File: config.mk
export PLATFORM = sky130hd
export DESIGN_NAME = fifo_uart_tx_flat
export DESIGN_NICKNAME = d
export VERILOG_FILES = /design/src/rtl/fifo_uart_tx_if.sv /design/src/rtl/fifo_uart_tx.sv /design/src/flat_wrapper.sv
export SDC_FILE = /design/constraint.sdc
export NUM_CORES = 1
export LEC_CHECK = 0
export ABC_CLOCK_PERIOD_IN_PS = 3800
export CELL_PAD_IN_SITES_DETAIL_PLACEMENT = 1
export CELL_PAD_IN_SITES_GLOBAL_PLACEMENT = 1
export CORE_ASPECT_RATIO = 1.2
export CORE_MARGIN = 8
export CORE_UTILIZATION = 44
export DETAILED_ROUTE_END_ITERATION = 6
export GPL_ROUTABILITY_DRIVEN = 1
export PLACE_DENSITY_LB_ADDON = 0.1
export SYNTH_ARGS = -nofsm -noshare
export SYNTH_HDL_FRONTEND = slang
export SYNTH_SLANG_ARGS = --single-unit
export TNS_END_PERCENT = 50
File: constraint.sdc
create_clock -name clk_i -period 3.8 [get_ports clk_i]
set_input_delay 0.95 -clock clk_i [delete_from_list [all_inputs] [get_ports clk_i]]
set_output_delay 0.95 -clock clk_i [all_outputs]
set_load 0.01 [all_outputs]
File: src/rtl/fifo_uart_tx_if.sv
// FIFO read-side bundle between the sample FIFO and fifo_uart_tx.
// The transmitter is the master: it issues the read strobe and consumes
// the empty flag and read data. The FIFO side uses the slave modport.
interface fifo_uart_tx_if;
  logic        rd_o;
  logic        empty_i;
  logic [15:0] dato_i;

  modport master (output rd_o, input empty_i, input dato_i);
  modport slave  (input rd_o, output empty_i, output dato_i);
endinterface

File: src/rtl/fifo_uart_tx.sv
// fifo_uart_tx: drains 16-bit samples from the sample FIFO to the PC as
// UART bytes, high byte first, each byte sent LSB first.
// A burst starts on a rising edge of send_i. It runs until the FIFO is
// empty, or until MAX_WORDS words have gone out (MAX_WORDS = 0 means no
// limit).
// Optional feature macro: FIFO_UART_TX_PARITY_EN. When defined, an
// even-parity bit is inserted between the data bits and the stop bit
// (8E1, 11 bit times per byte). Otherwise the line format is 8N1.
module fifo_uart_tx #(
  parameter int CLK_DIV   = 868,
  parameter int MAX_WORDS = 0
) (
  input  logic           clk_i,
  input  logic           rst_i,
  input  logic           send_i,
  fifo_uart_tx_if.master fifo,
  output logic           tx_o,
  output logic           busy_o,
  output logic           done_o
);

  localparam logic [15:0] TICK_LAST  = 16'(CLK_DIV - 1);
  localparam logic [15:0] WORD_LIMIT = 16'(MAX_WORDS);
  localparam bit          LIMIT_EN   = (MAX_WORDS != 0);

  typedef enum logic [2:0] {
    IDLE,
    READ,
    LATCH,
    START,
    DATA,
`ifdef FIFO_UART_TX_PARITY_EN
    PARITY,
`endif
    STOP,
    DONE
  } state_t;

  state_t      state;
  state_t      state_next;
  logic        send_q;
  logic        start;
  logic [15:0] word_q;
  logic        high_sel;
  logic [2:0]  bit_cnt;
  logic [15:0] tick_cnt;
  logic [15:0] word_cnt;
  logic [15:0] word_cnt_inc;
  logic        tick_last;
  logic        burst_end;
  logic        in_bit;
  logic [7:0]  cur_byte;
  logic        rd_c;
  logic        tx_c;
  logic        busy_c;
  logic        done_c;

  assign start        = send_i & ~send_q;
  assign tick_last    = (tick_cnt == TICK_LAST);
  assign cur_byte     = high_sel ? word_q[15:8] : word_q[7:0];
  assign word_cnt_inc = word_cnt + 16'd1;
  assign burst_end    = (LIMIT_EN && (word_cnt_inc == WORD_LIMIT)) || fifo.empty_i;

  // State register; a reset anywhere, even mid-frame, drops back to IDLE.
  always_ff @(posedge clk_i) begin
    if (rst_i) state <= IDLE;
    else       state <= state_next;
  end

  // Next-state and output decode. Outputs default to the idle line levels.
  always_comb begin
    state_next = state;
    rd_c       = 1'b0;
    tx_c       = 1'b1;
    busy_c     = 1'b1;
    done_c     = 1'b0;
    in_bit     = 1'b0;
    case (state)
      IDLE: begin
        busy_c = 1'b0;
        if (start) state_next = fifo.empty_i ? DONE : READ;
      end
      READ: begin
        rd_c       = 1'b1;
        state_next = LATCH;
      end
      LATCH: state_next = START;
      START: begin
        tx_c   = 1'b0;
        in_bit = 1'b1;
        if (tick_last) state_next = DATA;
      end
      DATA: begin
        tx_c   = cur_byte[bit_cnt];
        in_bit = 1'b1;
`ifdef FIFO_UART_TX_PARITY_EN
        if (tick_last && (bit_cnt == 3'd7)) state_next = PARITY;
`else
        if (tick_last && (bit_cnt == 3'd7)) state_next = STOP;
`endif
      end
`ifdef FIFO_UART_TX_PARITY_EN
      PARITY: begin
        tx_c   = ^cur_byte;
        in_bit = 1'b1;
        if (tick_last) state_next = STOP;
      end
`endif
      STOP: begin
        in_bit = 1'b1;
        if (tick_last) begin
          if (high_sel)       state_next = START;
          else if (burst_end) state_next = DONE;
          else                state_next = READ;
        end
      end
      DONE: begin
        busy_c     = 1'b0;
        done_c     = 1'b1;
        state_next = IDLE;
      end
      default: begin
        busy_c     = 1'b0;
        state_next = IDLE;
      end
    endcase
  end

  assign fifo.rd_o = rd_c;
  assign tx_o      = tx_c;
  assign busy_o    = busy_c;
  assign done_o    = done_c;

  // Datapath. It holds the edge detector, the bit timer, the bit and byte
  // selection, the latched word and the per-burst word count.
  always_ff @(posedge clk_i) begin
    if (rst_i) begin
      send_q   <= 1'b0;
      word_q   <= 16'd0;
      high_sel <= 1'b0;
      bit_cnt  <= 3'd0;
      tick_cnt <= 16'd0;
      word_cnt <= 16'd0;
    end else begin
      send_q <= send_i;

      if (in_bit && !tick_last) tick_cnt <= tick_cnt + 16'd1;
      else                      tick_cnt <= 16'd0;

      if (state == LATCH) begin
        word_q   <= fifo.dato_i;
        high_sel <= 1'b1;
      end else if ((state == STOP) && tick_last && high_sel) begin
        high_sel <= 1'b0;
      end

      if (state == START)                  bit_cnt <= 3'd0;
      else if ((state == DATA) && tick_last) bit_cnt <= bit_cnt + 3'd1;

      if ((state == STOP) && tick_last && !high_sel) word_cnt <= word_cnt_inc;
      else if (state == DONE)                        word_cnt <= 16'd0;
    end
  end

endmodule
File: src/flat_wrapper.sv
// flat-port wrapper written by rule: the top's interface ports become plain ports
module fifo_uart_tx_flat 
#(
  parameter int CLK_DIV   = 868,
  parameter int MAX_WORDS = 0
)
  (clk_i, rst_i, send_i, tx_o, busy_o, done_o, fifo_rd_o, fifo_empty_i, fifo_dato_i);
  fifo_uart_tx_if fifo_i ();
  input  logic clk_i;
  input  logic rst_i;
  input  logic send_i;
  output logic tx_o;
  output logic busy_o;
  output logic done_o;
  output wire logic [$bits(fifo_i.rd_o)-1:0] fifo_rd_o;
  input wire logic [$bits(fifo_i.empty_i)-1:0] fifo_empty_i;
  input wire logic [$bits(fifo_i.dato_i)-1:0] fifo_dato_i;
  assign fifo_rd_o = fifo_i.rd_o;
  assign fifo_i.empty_i = fifo_empty_i;
  assign fifo_i.dato_i = fifo_dato_i;
  fifo_uart_tx #(.CLK_DIV(CLK_DIV), .MAX_WORDS(MAX_WORDS)) u_core (.clk_i(clk_i), .rst_i(rst_i), .send_i(send_i), .fifo(fifo_i), .tx_o(tx_o), .busy_o(busy_o), .done_o(done_o));
endmodule
==> results of run 1 <==
-- kinds of logic after synthesis --
family | after synthesis
AND/OR/NAND/NOR | 102
AO/OA/AOI/OAI | 47
flip-flops | 40
buffers and inverters | 18
XOR/XNOR | 11
multiplexers | 8
adder cells (fa/ha/maj) | 3
-- flip-flops by register name, summed over array words and instances (netlist names) --
signal,flops
u_core.tick_cnt,16
u_core.word_q,16
u_core.bit_cnt,3
u_core.state,3
u_core.high_sel,1
u_core.send_q,1
-- final cells by class --
cell class                      count  area (µm²)
Fill cell                         536        1880
Multi-Input combinational cell    171        1050
Sequential cell                    40         801
Timing Repair Buffer               25         245
Clock inverter                      3        90.1
Tap cell                           56        70.1
Clock buffer                        5        68.8
Inverter                            6        22.5
-- worst paths after layout --
kind	from	to	slack (ns)
setup / recovery	u_core.bit_cnt[1]	tx_o	0.62
hold / removal	u_core.tick_cnt[0]	u_core.tick_cnt[0]	0.44
setup reg to reg	u_core.state[1]	u_core.tick_cnt[15]	1.88
hold reg to reg	u_core.tick_cnt[0]	u_core.tick_cnt[0]	0.44
-- synth_stat cells, drive strengths merged, types with 4 or more instances --
library cell,number,area [µm²]
dfxtp,40,801
nand2,39,146
a21oi,30,150
nor2,16,60.1
clkbuf,9,33.8
o21ai,8,40.0
xnor2,7,61.3
inv,6,22.5
nand3,6,42.5
nor3,6,30.0
or3,6,37.5
nand4,5,37.5
nor4,5,31.3
mux2i,4,40.0
xor2,4,35.0
-- cells in the final DEF, fill, tap and decap left out, types with 2 or more instances in the layout --
cell and count:
nor2_1 16, nand4_1 4, clkdlybuf4s50_1 23, o31ai_1 2, o21ai_0 8, dfxtp_1 40
nand3_1 5, mux4_2 3, nor3b_1 2, xor2_1 4, clkbuf_8 5, bufinv_16 3
nor2b_1 2, and3_1 2, xnor2_1 7, nand2_1 39, inv_1 6, mux2i_1 4
ha_1 3, a21oi_1 30, nand2b_1 2, nor4_1 5, or3_1 6, nor3_1 6
and2_1 2, buf_4 2, and4_1 2
-- stage by stage --
| stage | std cells | worst slack (ns) |
|---|---|---|
| after floorplan | 229 | 1.45 |
| after global placement | 298 | 0.957 |
| after detailed placement | 298 | 0.930 |
| after CTS | 306 | 0.594 |
| after global routing | 306 | 0.463 |
| final | 306 | 0.623 |
-- layer usage --
metal / part of all wire, % / wire length, µm / global-route usage [%] / vias to the layer above
li1: - / - / - / 846
met1: 42 / 1990 / 15.7 / 785
met2: 54 / 2560 / 27.4 / 17
met3: 2.6 / 123 / 3.66 / 5
met4: 1.2 / 59 / 5.25 / 0
met5: 0 / 0 / 0 / -
-- power by group through the flow --
stage	Sequential [mW]	Clock, mW	Combinational (mW)
global route	0.558	0.510	0.385
finish	0.545	0.480	0.346
CTS	0.545	0.493	0.353
floorplan	0.496	0	0.283
global placement	0.552	0	0.342
detailed placement	0.555	0	0.349
==> run metrics, run 1 <==
internal power 0.962 mW; Die Ht 88.4 µm; die area 0.00674 mm²; CTS max path bufs 2; IO buf count 23; Synth Area in Simple Gates 27.5%; Sw Share 29.8%; crit path cell chain mux4_2 -> mux2_2 -> nand2_1 -> a31oi_1 -> clkdlybuf4s50_1; Final Cycle Share 83.6%; HP Class reg2reg; WP data arrival 2.23 ns; # rows 26; Power Dens Cells 585 mW/mm²; crit path max-delay cell type mux4_2; layout cells sized above 1 8.00%; post-route design area 0.00234 mm²; hpwl dp 3430 µm; Levels on crit path 5; Core ar. 0.00423 mm²; delay-heaviest family, CP multiplexers; Leak Pwr 0.771 nW; postcts setup bufs 0; mux cell area share after synthesis 6.19%; Setup Viol. Count Final 0; crit-path max FO 7; Post-synth EDFFs 0; clk_lat worst skew 0.29 ns; initial antenna violation count 0; post-synthesis net count 252; hold depth 1; sequential-to-total area share from yosys stat 41.7%; Crit path buffers/inverters 1; Slew @ Worst Pin 0.558 ns; WS Path Type reg2out; Fmax achieved 0.315 GHz; Overall Global Routing Usage 14.6%; Sink Count 40; clock power share 35.0%; chip width 76.3 µm; Max Cap Viol 0; Fin Setup TNS 0 ns; Top Ports 24; Adder-Cell Fraction of Synth Area 1.96%; htree depth 2; final hold violations 0; Worst R2R Path Depth 4; Synth Register Bits 40; Tot Pwr 1.37 mW; Ant. Diodes 0; Cell Area, Synth 0.00192 mm²; Syn Inst Count 229; startpoint types flip-flop; area grow syn2layout 22.2%; vias in the first global route 1644; crit path time final 3.18 ns; CP max stage delay 0.54 ns; Slew Viols, Final 0; critical path capture point type output port; largest net degree at the start of global routing 27; Routability Congestion 0.704; clock skew 0.00575 ns; Vias/cell 5.40; Num CTS Buffers 5; number of remaining DRC errors 0; outcome completed; Clk pin slew, worst setup/hold paths 0.08 ns; sequential power share 39.7%; Compound-Gate Fraction of Synth Area 13.9%; predominant post-synthesis flop cell dfxtp_1; final core area utilization 55.4%; combinational power share 25.3%; initial core utilization 45.4%; Pre-Repair DR Iteration Count 4; Netlist cell types 42; CTS root buffer clkbuf_8; DR iter-0 viols 86; nets 272; NetSw 0.409 mW; Final Routed Wirelength 4740 µm; Post-CTS Resized 0; largest family of logic cells by synthesized area simple AND/OR/NAND/NOR gates; Yosys warnings 0; Max VDD drop 254 µV; CTS tree yes; drt wl/cell 15.5 µm; Detail Route Antenna Nets 0; RSZ-0062 raised after global routing no; first-pass GRT wire length 8000 µm; GR Overflow Total 0; normalized max-slew margin 62.8%; placed cell areas 0.00219 mm²; worst hold slack 0.440 ns; post-synthesis xor/xnor area fraction 5.02%; Worst Path Required 2.85 ns; hold_buf cts 0; async set or reset register ratio after synthesis 0%; vias 1653; post-synthesis average cell area 8.38 µm²
Power figures use the tool's default switching activity.
==> run 2: changes to the inputs <==
--- a/config.mk
+++ b/config.mk
@@ -5,12 +5,12 @@
 export SDC_FILE = /design/constraint.sdc
 export NUM_CORES = 1
 export LEC_CHECK = 0
-export ABC_CLOCK_PERIOD_IN_PS = 3800
+export ABC_CLOCK_PERIOD_IN_PS = 3100
 export CELL_PAD_IN_SITES_DETAIL_PLACEMENT = 1
 export CELL_PAD_IN_SITES_GLOBAL_PLACEMENT = 1
 export CORE_ASPECT_RATIO = 1.2
 export CORE_MARGIN = 8
-export CORE_UTILIZATION = 44
+export CORE_UTILIZATION = 41
 export DETAILED_ROUTE_END_ITERATION = 6
 export GPL_ROUTABILITY_DRIVEN = 1
 export PLACE_DENSITY_LB_ADDON = 0.1
==> constraint.sdc (replaced) <==
create_clock -name clk_i -period 3.1 [get_ports clk_i]
set_input_delay 0.775 -clock clk_i [delete_from_list [all_inputs] [get_ports clk_i]]
set_output_delay 0.775 -clock clk_i [all_outputs]
set_load 0.01 [all_outputs]
==> run metrics, run 2 (synthesis results as in run 1) <==
outcome completed; Post-Place Worst Slack 0.400 ns; CTS tree yes; nets 273; final hold violations 0; WS Path Type reg2out; die area 0.00714 mm²; Ant. Diodes 0; Top Ports 24; Max Cap Viol 0; startpoint types flip-flop; Sink Count 40; final core area utilization 50.2%; Overall Global Routing Usage 14.8%; Tot Pwr 1.46 mW; crit-path max FO 7; biggest regs u_core.tick_cnt (16), u_core.word_q (16); postcts setup bufs 0; initial core utilization 42.1%; Num CTS Buffers 5; GR Overflow Total 0; WP data arrival 2.12 ns; Detail Route Antenna Nets 0; critical path capture point type output port; largest net degree at the start of global routing 26; CTS root buffer clkbuf_8; IO buf count 23; htree depth 2; number of remaining DRC errors 0; first-pass GRT wire length 8630 µm; Max VDD drop 244 µV; Fin Setup TNS 0 ns; Clk pin slew, worst setup/hold paths 0.07 ns; initial antenna violation count 0; CTS max path bufs 2; Pre-Repair DR Iteration Count 4; Fmax achieved 0.346 GHz; hpwl dp 3550 µm; Routability Congestion 0.740; # rows 27; Setup Viol. Count Final 0; vias 1669; HP Class reg2reg; vias in the first global route 1834; Slew @ Worst Pin 0.548 ns; normalized max-slew margin 63.5%; chip width 78.5 µm; Worst Path Required 2.32 ns; DR iter-0 viols 90; clock skew 0.00225 ns; Core ar. 0.00456 mm²; Power Dens Cells 637 mW/mm²; drt wl/cell 15.6 µm; Final Routed Wirelength 4810 µm; Final Cycle Share 93.4%; worst hold slack 0.445 ns; layout cells sized above 1 8.37%; area grow syn2layout 19.4%; clk_lat worst skew 0.29 ns; Slew Viols, Final 0; Leak Pwr 0.743 nW; most frequent cells in the layout 39 x nand2_1, 39 x dfxtp_1, 30 x a21oi_1; crit path time final 2.89 ns; Die Ht 91.0 µm; RSZ-0062 raised after global routing no; Final WS setup 0.206 ns; Vias/cell 5.40
-- run 2: cell types whose count changed in the layout (fill, tap and decap cells not counted), sizes merged --
cell	before	now
clkbuf	5	7
clkinvlp	0	1
buf	2	3
bufinv	3	0
-- run 2: area by class of cell --
cell class                      count  area, µm²
Timing Repair Buffer               26        253
Tap cell                           58       72.6
Sequential cell                    40        802
Multi-Input combinational cell    171       1050
Clock inverter                      1       7.51
Clock buffer                        7       86.3
Inverter                            6       22.5
Fill cell                         573       2270
-- run 2: worst max-delay path, cell delays in order (launching register included) --
cell and delay, ns:
dfxtp_2 0.42, mux4_2 0.51, mux2_2 0.27, nand2_1 0.07, a31oi_1 0.08, clkdlybuf4s50_1 0.49
-- run 2: report_power, final --
part           switching [mW]  internal (mW)  total [mW]
sequential             0.0848          0.577       0.662
clock                   0.179          0.181       0.359
combinational           0.231          0.206       0.437
total                   0.495          0.964        1.46
-- run 2: final timing paths --
kind                           start                  end  cells past startpoint  slack, ns
setup reg to reg  u_core.tick_cnt[0]  u_core.tick_cnt[13]                      5       1.16
hold reg to reg   u_core.tick_cnt[0]   u_core.tick_cnt[0]                      1       0.44
setup / recovery   u_core.bit_cnt[1]                 tx_o                      5       0.21
hold / removal    u_core.tick_cnt[0]   u_core.tick_cnt[0]                      1       0.44
-- run 2: per-layer routing --
metal	wire (µm)	global-route usage, %	vias up
met4	108	6.81	0
met5	0	0	-
met1	1940	15.4	799
met2	2640	27.3	17
li1	-	-	843
met3	125	2.86	10
-- run 2: per-stage QoR --
stage | instance area, µm² | std cells
floorplan | 1920 | 229
global placement | 2200 | 301
detailed placement | 2200 | 301
CTS | 2290 | 309
global route | 2290 | 309
finish | 2290 | 309
-- run 2: timing repair --
action,in CTS,in global routing
resized for setup,0,1
endpoints found under the setup margin,0,1
hold buffers,0,0
==> run 3: changes to the inputs <==
--- a/config.mk
+++ b/config.mk
@@ -14,6 +14,7 @@
 export DETAILED_ROUTE_END_ITERATION = 6
 export GPL_ROUTABILITY_DRIVEN = 1
 export PLACE_DENSITY_LB_ADDON = 0.1
+export SETUP_SLACK_MARGIN = 0.1
 export SYNTH_ARGS = -nofsm -noshare
 export SYNTH_HDL_FRONTEND = slang
 export SYNTH_SLANG_ARGS = --single-unit
==> run metrics, run 3 (synthesis results as in run 1) <==
CTS max path bufs 2; biggest regs u_core.tick_cnt (16), u_core.word_q (16); Setup Viol. Count Final 0; htree depth 2; nets 273; normalized max-slew margin 63.4%; Core ar. 0.00456 mm²; DR iter-0 viols 88; most frequent cells in the layout 39 x nand2_1, 39 x dfxtp_1, 30 x a21oi_1; clk_lat worst skew 0.29 ns; Slew @ Worst Pin 0.549 ns; clock power share 24.7%; crit path cell chain mux4_2 -> mux2_2 -> nand2_1 -> a31oi_1 -> clkdlybuf4s50_1; Vias/cell 5.40; Tot Pwr 1.46 mW; Crit path buffers/inverters 1; Routability Congestion 0.740; Sink Count 40; Num CTS Buffers 5; Top Ports 24; CTS tree yes; Worst Path Required 2.32 ns; outcome completed; Final Cycle Share 92.9%; hpwl dp 3550 µm; crit path time final 2.88 ns; Reg area 805 µm²; Ant. Diodes 0; layout cells sized above 1 8.37%; largest net degree at the start of global routing 26; HP Class reg2reg; Final Routed Wirelength 4860 µm; vias 1668; Leak Pwr 0.743 nW; chip width 78.5 µm; hold_buf cts 0; NetSw 0.495 mW; sequential power share 45.3%; final hold violations 0; vias in the first global route 1840; fillers 572; Die Ht 91.0 µm; critical path capture point type output port; first-pass GRT wire length 8630 µm; drt wl/cell 15.7 µm; Clk pin slew, worst setup/hold paths 0.07 ns; crit path max-delay cell type dfxtp_1; area of the multi-input gates 0.00105 mm²; Fmax achieved 0.347 GHz; Fin Setup TNS 0 ns; Detail Route Antenna Nets 0; die area 0.00714 mm²; initial antenna violation count 0; GR Overflow Total 0; # rows 27; IO buf count 23; Overall Global Routing Usage 14.8%; clock skew 0.00228 ns; area grow syn2layout 19.5%; WS Path Type reg2out; Power Dens Cells 636 mW/mm²; combinational power share 30.0%; delay-heaviest family, CP multiplexers; CP max stage delay 0.56 ns; startpoint types flip-flop; crit-path max FO 9; WP data arrival 2.11 ns; Max Cap Viol 0; CTS root buffer clkbuf_8; Pre-Repair DR Iteration Count 4; Max VDD drop 244 µV; Slew Viols, Final 0; number of remaining DRC errors 0; postcts setup bufs 0; internal power 0.963 mW; initial core utilization 42.1%; RSZ-0062 raised after global routing no; Sw Share 34.0%
==> run 3: timing repair <==
item,4_1_cts,5_1_grt
resized for setup,1,1
endpoints found under the setup margin,1,1
pin swaps,0,0
==> run 3: power groups by stage <==
stage	combinational [mW]	sequential [mW]	clock (mW)
2_1_floorplan	0.346	0.608	0
3_3_place_gp	0.436	0.670	0
3_5_place_dp	0.447	0.673	0
4_1_cts	0.448	0.661	0.378
5_1_grt	0.493	0.675	0.397
6_report	0.437	0.661	0.360
==> run 3: path summary, 6_finish.rpt <==
| check | start | to | slack, ns | cells past startpoint |
|---|---|---|---|---|
| setup / recovery | u_core.high_sel | tx_o | 0.22 | 5 |
| hold / removal | u_core.tick_cnt[0] | u_core.tick_cnt[0] | 0.44 | 1 |
| setup reg to reg | u_core.tick_cnt[0] | u_core.tick_cnt[13] | 1.17 | 5 |
| hold reg to reg | u_core.tick_cnt[0] | u_core.tick_cnt[0] | 0.44 | 1 |
==> run 3: per-layer routing <==
| layer | global-route usage (%) | routed length, µm | part of all wire (%) |
|---|---|---|---|
| met1 | 15.4 | 1950 | 40 |
| met4 | 6.81 | 108 | 2.2 |
| met2 | 27.3 | 2680 | 55 |
| met3 | 2.86 | 125 | 2.6 |
| met5 | 0 | 0 | 0 |
==> run 3: metrics by stage <==
step	hold slack (ns)	cell area, µm²	worst slack, ns	instances	utilization (%)
after global placement	0.427	2200	0.431	301	48.1
final	0.445	2290	0.220	309	50.3
after global routing	0.485	2290	0.126	309	50.3
after detailed placement	0.438	2200	0.400	301	48.1
after CTS	0.457	2290	0.176	309	50.2
after floorplan	0.413	1920	0.927	229	-
==> run 3: cell type report <==
| cell class | count | share of cell area, % |
|---|---|---|
| repair buffers | 26 | 11.0 |
| well taps | 58 | 3.16 |
| clock inverters | 1 | 0.327 |
| flip-flops and latches | 40 | 35.1 |
| inverters | 6 | 0.982 |
| clock buffers | 7 | 3.76 |
| multi-input cells | 171 | 45.7 |
